<file path="src/rtl/ct_ciu_regs_pkg.sv">
// Shared CSR definitions for the CIU L2 overflow interrupt controller: FSM encoding and L2IE layout.
// Optional macro CIU_L2OF_INT_THROTTLE_EN adds the GAP throttle state.
package ct_ciu_regs_pkg;

    localparam logic [3:0] L2IE_IDX     = 4'hd;
    localparam int         L2IE_EN_LSB  = 0;
    localparam int         L2IE_EN_W    = 4;
    localparam int         L2IE_GAP_LSB = 8;
    localparam int         L2IE_GAP_W   = 8;

`ifdef CIU_L2OF_INT_THROTTLE_EN
    typedef enum logic [1:0] {
        ST_IDLE     = 2'd0,
        ST_REQ      = 2'd1,
        ST_WAIT_CLR = 2'd2,
        ST_GAP      = 2'd3
    } l2of_int_state_e;
`else
    typedef enum logic [1:0] {
        ST_IDLE     = 2'd0,
        ST_REQ      = 2'd1,
        ST_WAIT_CLR = 2'd2
    } l2of_int_state_e;
`endif

endpackage

</file>
<file path="src/rtl/ct_ciu_l2of_int_ctrl.sv">
// L2 overflow interrupt controller: L2IE enable register plus level request/ack handshake FSM.
// Optional macro CIU_L2OF_INT_THROTTLE_EN adds a programmable post-clear GAP before re-arming.
module ct_ciu_l2of_int_ctrl
    import ct_ciu_regs_pkg::*;
(
    input  logic        smpr_clk,
    input  logic        x_fifo_rst_b,
    input  logic [3:0]  x_l2of_int,
    input  logic        regs_sel_final_x,
    input  logic        regs_wen,
    input  logic [3:0]  regs_idx,
    input  logic [63:0] regs_wdata_final,
    output logic [63:0] x_ie_value,
    output logic        int_req,
    input  logic        int_ack,
    output logic [3:0]  int_src
);

    l2of_int_state_e state, state_nxt;
    logic [3:0]      ie_mask;
    logic [3:0]      masked;
    logic [3:0]      src_nxt;
    logic            ie_wen;
    logic            unused_wdata;

    assign ie_wen = regs_sel_final_x & regs_wen & (regs_idx == L2IE_IDX);
    assign masked = x_l2of_int & ie_mask;

    always_ff @(posedge smpr_clk or negedge x_fifo_rst_b) begin
        if (!x_fifo_rst_b)
            ie_mask <= '0;
        else if (ie_wen)
            ie_mask <= regs_wdata_final[L2IE_EN_LSB +: L2IE_EN_W];
    end

`ifdef CIU_L2OF_INT_THROTTLE_EN
    logic [7:0] ie_gap;
    logic [7:0] gap_cnt;

    always_ff @(posedge smpr_clk or negedge x_fifo_rst_b) begin
        if (!x_fifo_rst_b)
            ie_gap <= '0;
        else if (ie_wen)
            ie_gap <= regs_wdata_final[L2IE_GAP_LSB +: L2IE_GAP_W];
    end

    // Loaded on entry so GAP lasts exactly ie_gap cycles; exit fires at count 1.
    always_ff @(posedge smpr_clk or negedge x_fifo_rst_b) begin
        if (!x_fifo_rst_b)
            gap_cnt <= '0;
        else if (state == ST_WAIT_CLR && state_nxt == ST_GAP)
            gap_cnt <= ie_gap;
        else if (state == ST_GAP)
            gap_cnt <= gap_cnt - 8'd1;
    end
`endif

    always_comb begin
        x_ie_value = '0;
        if (regs_idx == L2IE_IDX) begin
            x_ie_value[L2IE_EN_LSB +: L2IE_EN_W] = ie_mask;
`ifdef CIU_L2OF_INT_THROTTLE_EN
            x_ie_value[L2IE_GAP_LSB +: L2IE_GAP_W] = ie_gap;
`endif
        end
    end

    always_ff @(posedge smpr_clk or negedge x_fifo_rst_b) begin
        if (!x_fifo_rst_b) begin
            state   <= ST_IDLE;
            int_src <= '0;
        end else begin
            state   <= state_nxt;
            int_src <= src_nxt;
        end
    end

    always_comb begin
        state_nxt = state;
        src_nxt   = int_src;
        case (state)
            ST_IDLE: begin
                if (|masked) begin
                    state_nxt = ST_REQ;
                    src_nxt   = masked;
                end
            end
            ST_REQ: begin
                // Accumulate even on the ack cycle so a coincident new cause is not lost.
                src_nxt = int_src | masked;
                if (int_ack)
                    state_nxt = ST_WAIT_CLR;
            end
            ST_WAIT_CLR: begin
                if ((x_l2of_int & int_src) == 4'd0) begin
                    src_nxt = '0;
`ifdef CIU_L2OF_INT_THROTTLE_EN
                    state_nxt = (ie_gap != 8'd0) ? ST_GAP : ST_IDLE;
`else
                    state_nxt = ST_IDLE;
`endif
                end
            end
`ifdef CIU_L2OF_INT_THROTTLE_EN
            ST_GAP: begin
                if (gap_cnt == 8'd1)
                    state_nxt = ST_IDLE;
            end
`endif
            default: begin
                state_nxt = ST_IDLE;
                src_nxt   = '0;
            end
        endcase
    end

    assign int_req = (state == ST_REQ);

    assign unused_wdata = ^regs_wdata_final;

endmodule
</file>
<file path="config.mk">
export PLATFORM = sky130hd
export DESIGN_NAME = ct_ciu_l2of_int_ctrl
export DESIGN_NICKNAME = d
export VERILOG_FILES = /design/src/rtl/ct_ciu_regs_pkg.sv /design/src/rtl/ct_ciu_l2of_int_ctrl.sv
export SDC_FILE = /design/constraint.sdc
export NUM_CORES = 1
export LEC_CHECK = 0
export CAP_MARGIN = 0
export CORE_UTILIZATION = 21
export DETAILED_ROUTE_END_ITERATION = 8
export PLACE_DENSITY = 0.73
export SETUP_SLACK_MARGIN = 0.2
export SLEW_MARGIN = 10
export SYNTH_ARGS = -nofsm -noshare
export SYNTH_HDL_FRONTEND = slang
export SYNTH_SLANG_ARGS = --single-unit
</file>
<file path="constraint.sdc">
create_clock -name smpr_clk -period 1.2 [get_ports smpr_clk]
set_clock_uncertainty 0.15 [all_clocks]
set_input_delay 0.24 -clock smpr_clk [delete_from_list [all_inputs] [get_ports smpr_clk]]
set_output_delay 0.24 -clock smpr_clk [all_outputs]
set_load 0.03 [all_outputs]
</file>
==> results.md <==
* Outcome: finished with violations
* Failing checks: design-rule violations, negative setup slack
* Die width at around 71 um
* Worst-Skew Late Latency at 240 ps
* 1st-iter DRT viols at 14
* I/O pins at 146
* Die Ht at a little over 70 um
* Number of global-route vias before repair at around 680
* Worst hold slack at 144.2 ps
* CP peak stage delay at 260 ps
* CTS sink count at 10
* Layout filler cell count at 466
* Syn Area/Cell at around 9 um^2
* Pre-CTS WS at -617.2 ps
* Antenna diodes at 0
* FF+latch count, synth at 10
* Number of port buffers at 25
* Crit-path cells: buf_6, and4b_1, buf_6, and2_4, buf_6
* Clock network power share at approximately an eighth
* CP endpoint kind: output port
* CTS tree: done
* Largest net degree at the start of global routing at 11
* P&R area growth vs syn at 37.84%
* Vias/cell at 3.626
* Leak at 0.7294 nW
* Final Hold Fails at 0
* First-pass GRT wire length at about 3100 um
* Vias at 776
* DRT antenna net count at 0
* CP Data Required Time at between 800 and 900 ps
* GRT Total Usage at 8.244%
* Post-synthesis cell count at 112
* Inserted Clock Buffers at 3
* Layout cells sized above 1 at a little under two fifths
* Final Max Slew Viols at 0
* Total Die Area at 0.005084 mm^2
* Routed wire length at 2060 um
* Worst-path clk slew at 50 ps
* F_max at 0.7409 GHz
* # rows at 24
* Final std cell area, no fill at 0.001390 mm^2
* Yosys top cell area share at 44.67%
* Drt pass-1 iters at 6
* Fin crit share at 112.5%
* Final setup viols at 17
* Sequential area share after synthesis at 24.81%
* Yosys warnings at 0
* Hpwl dp at ~1600 um
* RSZ-0062 raised after global routing: true
* Final #Nets at 241
* PD cells at 1965 mW/mm^2
* Critical Path AT at 960 ps
* Cell area after synthesis at 0.001008 mm^2
* CP Class: primary input to output port
* Most used cell, CP: buf_6
* H-tree levels at 1
* # DRC at 5
* Max clock buf depth at 2
* Sw frac at 42.07%
* Int Power at 1.582 mW
* Routed WL per cell at 9.626 um
* RePlAce Congestion at between 0.8 and 0.9
* Synth unique cells at 19
* Largest fanout on the critical path at 4
* FF+latch area at approximately 260 um^2
* Comb pwr share at 65.3%
* Psw at 1.149 mW
* Min-Delay Path Class: primary input to asynchronous set/reset pin
* Total gr overflow at 0
* Critical path's slowest cell: and4b_1
* Core Area at 0.004474 mm^2
* Cell area after placement at 0.001224 mm^2
* Initial core utilization at 22.54%
* Initial antenna violation count at 0
* Peak VDD IR at ~1.4 mV
* Reg power frac at a little over a fifth
* Min cycle time layout at 1350 ps
* Largest cells by area after synthesis: buf_4 45%, dfrtp_1 25%, mux2_4 6.0%
* Multi-input logic area at about 550 um^2
* Max-cap violations at 0
* Post-route setup slack at -149.6 ps
* Critical Path Start Type: primary input
* Root Buffer: clkbuf_8
* Synth area leader: buf_4
area by class of cell:
class	instances	share of cell area, %
inverter	5	1.350
sequential	10	18.36
tap	52	4.680
clock buffer	3	2.970
timing repair buffer	49	32.94
multi-input combinational	95	39.69
cells in the final DEF, fill, tap and decap left out:
master           instances
and3_2                   1
buf_12                   1
inv_2                    1
buf_2                    3
buf_4                   17
o211a_1                  1
dfrtp_1                  6
a22o_1                   2
dlygate4sd2_1            4
nand2_2                  1
conb_1                  60
mux2_4                   4
and4b_1                  1
dfrtp_2                  4
nand4_1                  4
a22oi_2                  4
nand2_1                  5
a211o_4                  1
buf_6                   16
inv_1                    4
clkdlybuf4s50_1          8
a32oi_2                  1
and2_4                   4
o211ai_1                 4
clkbuf_8                 3
nor2b_4                  1
a32oi_1                  1
routing by layer:
layer	GRT usage, %	share of wire, %
met5	0	0
met4	2.667	0.53
met3	3.657	14
met2	13.86	48
met1	9.351	38
Yosys cell counts (all sizes together):
cell type,count
mux2,4
nor2b,1
and4b,1
dfrtp,10
nand2,6
and2,4
buf,61
nand4,4
inv,4
a22oi,4
clkinv,1
conb,1
o211ai,4
a22o,2
a32oi,2
and3,1
o211a,1
a211o,1
power groups by stage:
stage / Combinational [mW] / Sequential [mW] / Clock [mW]
CTS: 1.73 / 0.591 / 0.364
global placement: 1.41 / 0.576 / 0
floorplan: 0.818 / 0.733 / 0
global route: 1.89 / 0.616 / 0.380
finish: 1.78 / 0.597 / 0.352
detailed placement: 1.42 / 0.582 / 0
metrics by stage:
stage	utilization, %	power (mW)	TNS (ps)	cells
finish	31.07	2.731	-1659	214
global route	31.07	2.890	-2247	214
CTS	30.76	2.689	-1728	214
detailed placement	27.35	2.004	-7366	204
global placement	27.35	1.983	-7091	204
floorplan	-	1.551	-968.3	171
sequential cells by signal (all words and copies together) (netlist names):
register	cells
ie_mask	4
int_src	4
state	2
cell families (layout without fill, tap and decap cells):
logic type | count (synthesis) | in the layout | synth area share (%)
DFF | 10 | 10 | 24.81
other | 1 | 60 | 0.3719
and+or+nand+nor | 17 | 17 | 9.926
muxes | 4 | 4 | 5.956
AOI/OAI and AO/OA | 14 | 14 | 11.29
buffers and inverters | 66 | 57 | 47.64
worst max-delay path: cells and delay by family:
kind                   cells  cell delay, ps
buffers and inverters      3             320
and+or+nand+nor            2             390
path summary, 6_finish.rpt:
| kind | from | endpoint | slack (ps) | cells after the start |
|---|---|---|---|---|
| worst max-delay path | regs_idx[1] | x_ie_value[0] | -150 | 5 |
| worst min-delay path | x_fifo_rst_b | int_src[0] | 140 | 2 |
| worst max register to register | int_src[0] | int_src[2] | -60 | 3 |
| worst min register to register | ie_mask[1] | ie_mask[1] | 510 | 2 |
| max in group asynchronous | x_fifo_rst_b | int_src[3] | 590 | 2 |
| min in group smpr_clk | x_l2of_int[1] | int_src[1] | 390 | 3 |
timing repair:
action | in CTS | in global routing
endpoints found under the setup margin | 19 | 19
resized for setup | 39 | 4
gates cloned | 0 | 0
setup buffers | 7 | 0
hold buffers | 0 | 0
pin swaps | 3 | 7
Note: power is estimated with default switching activity, not from simulation.
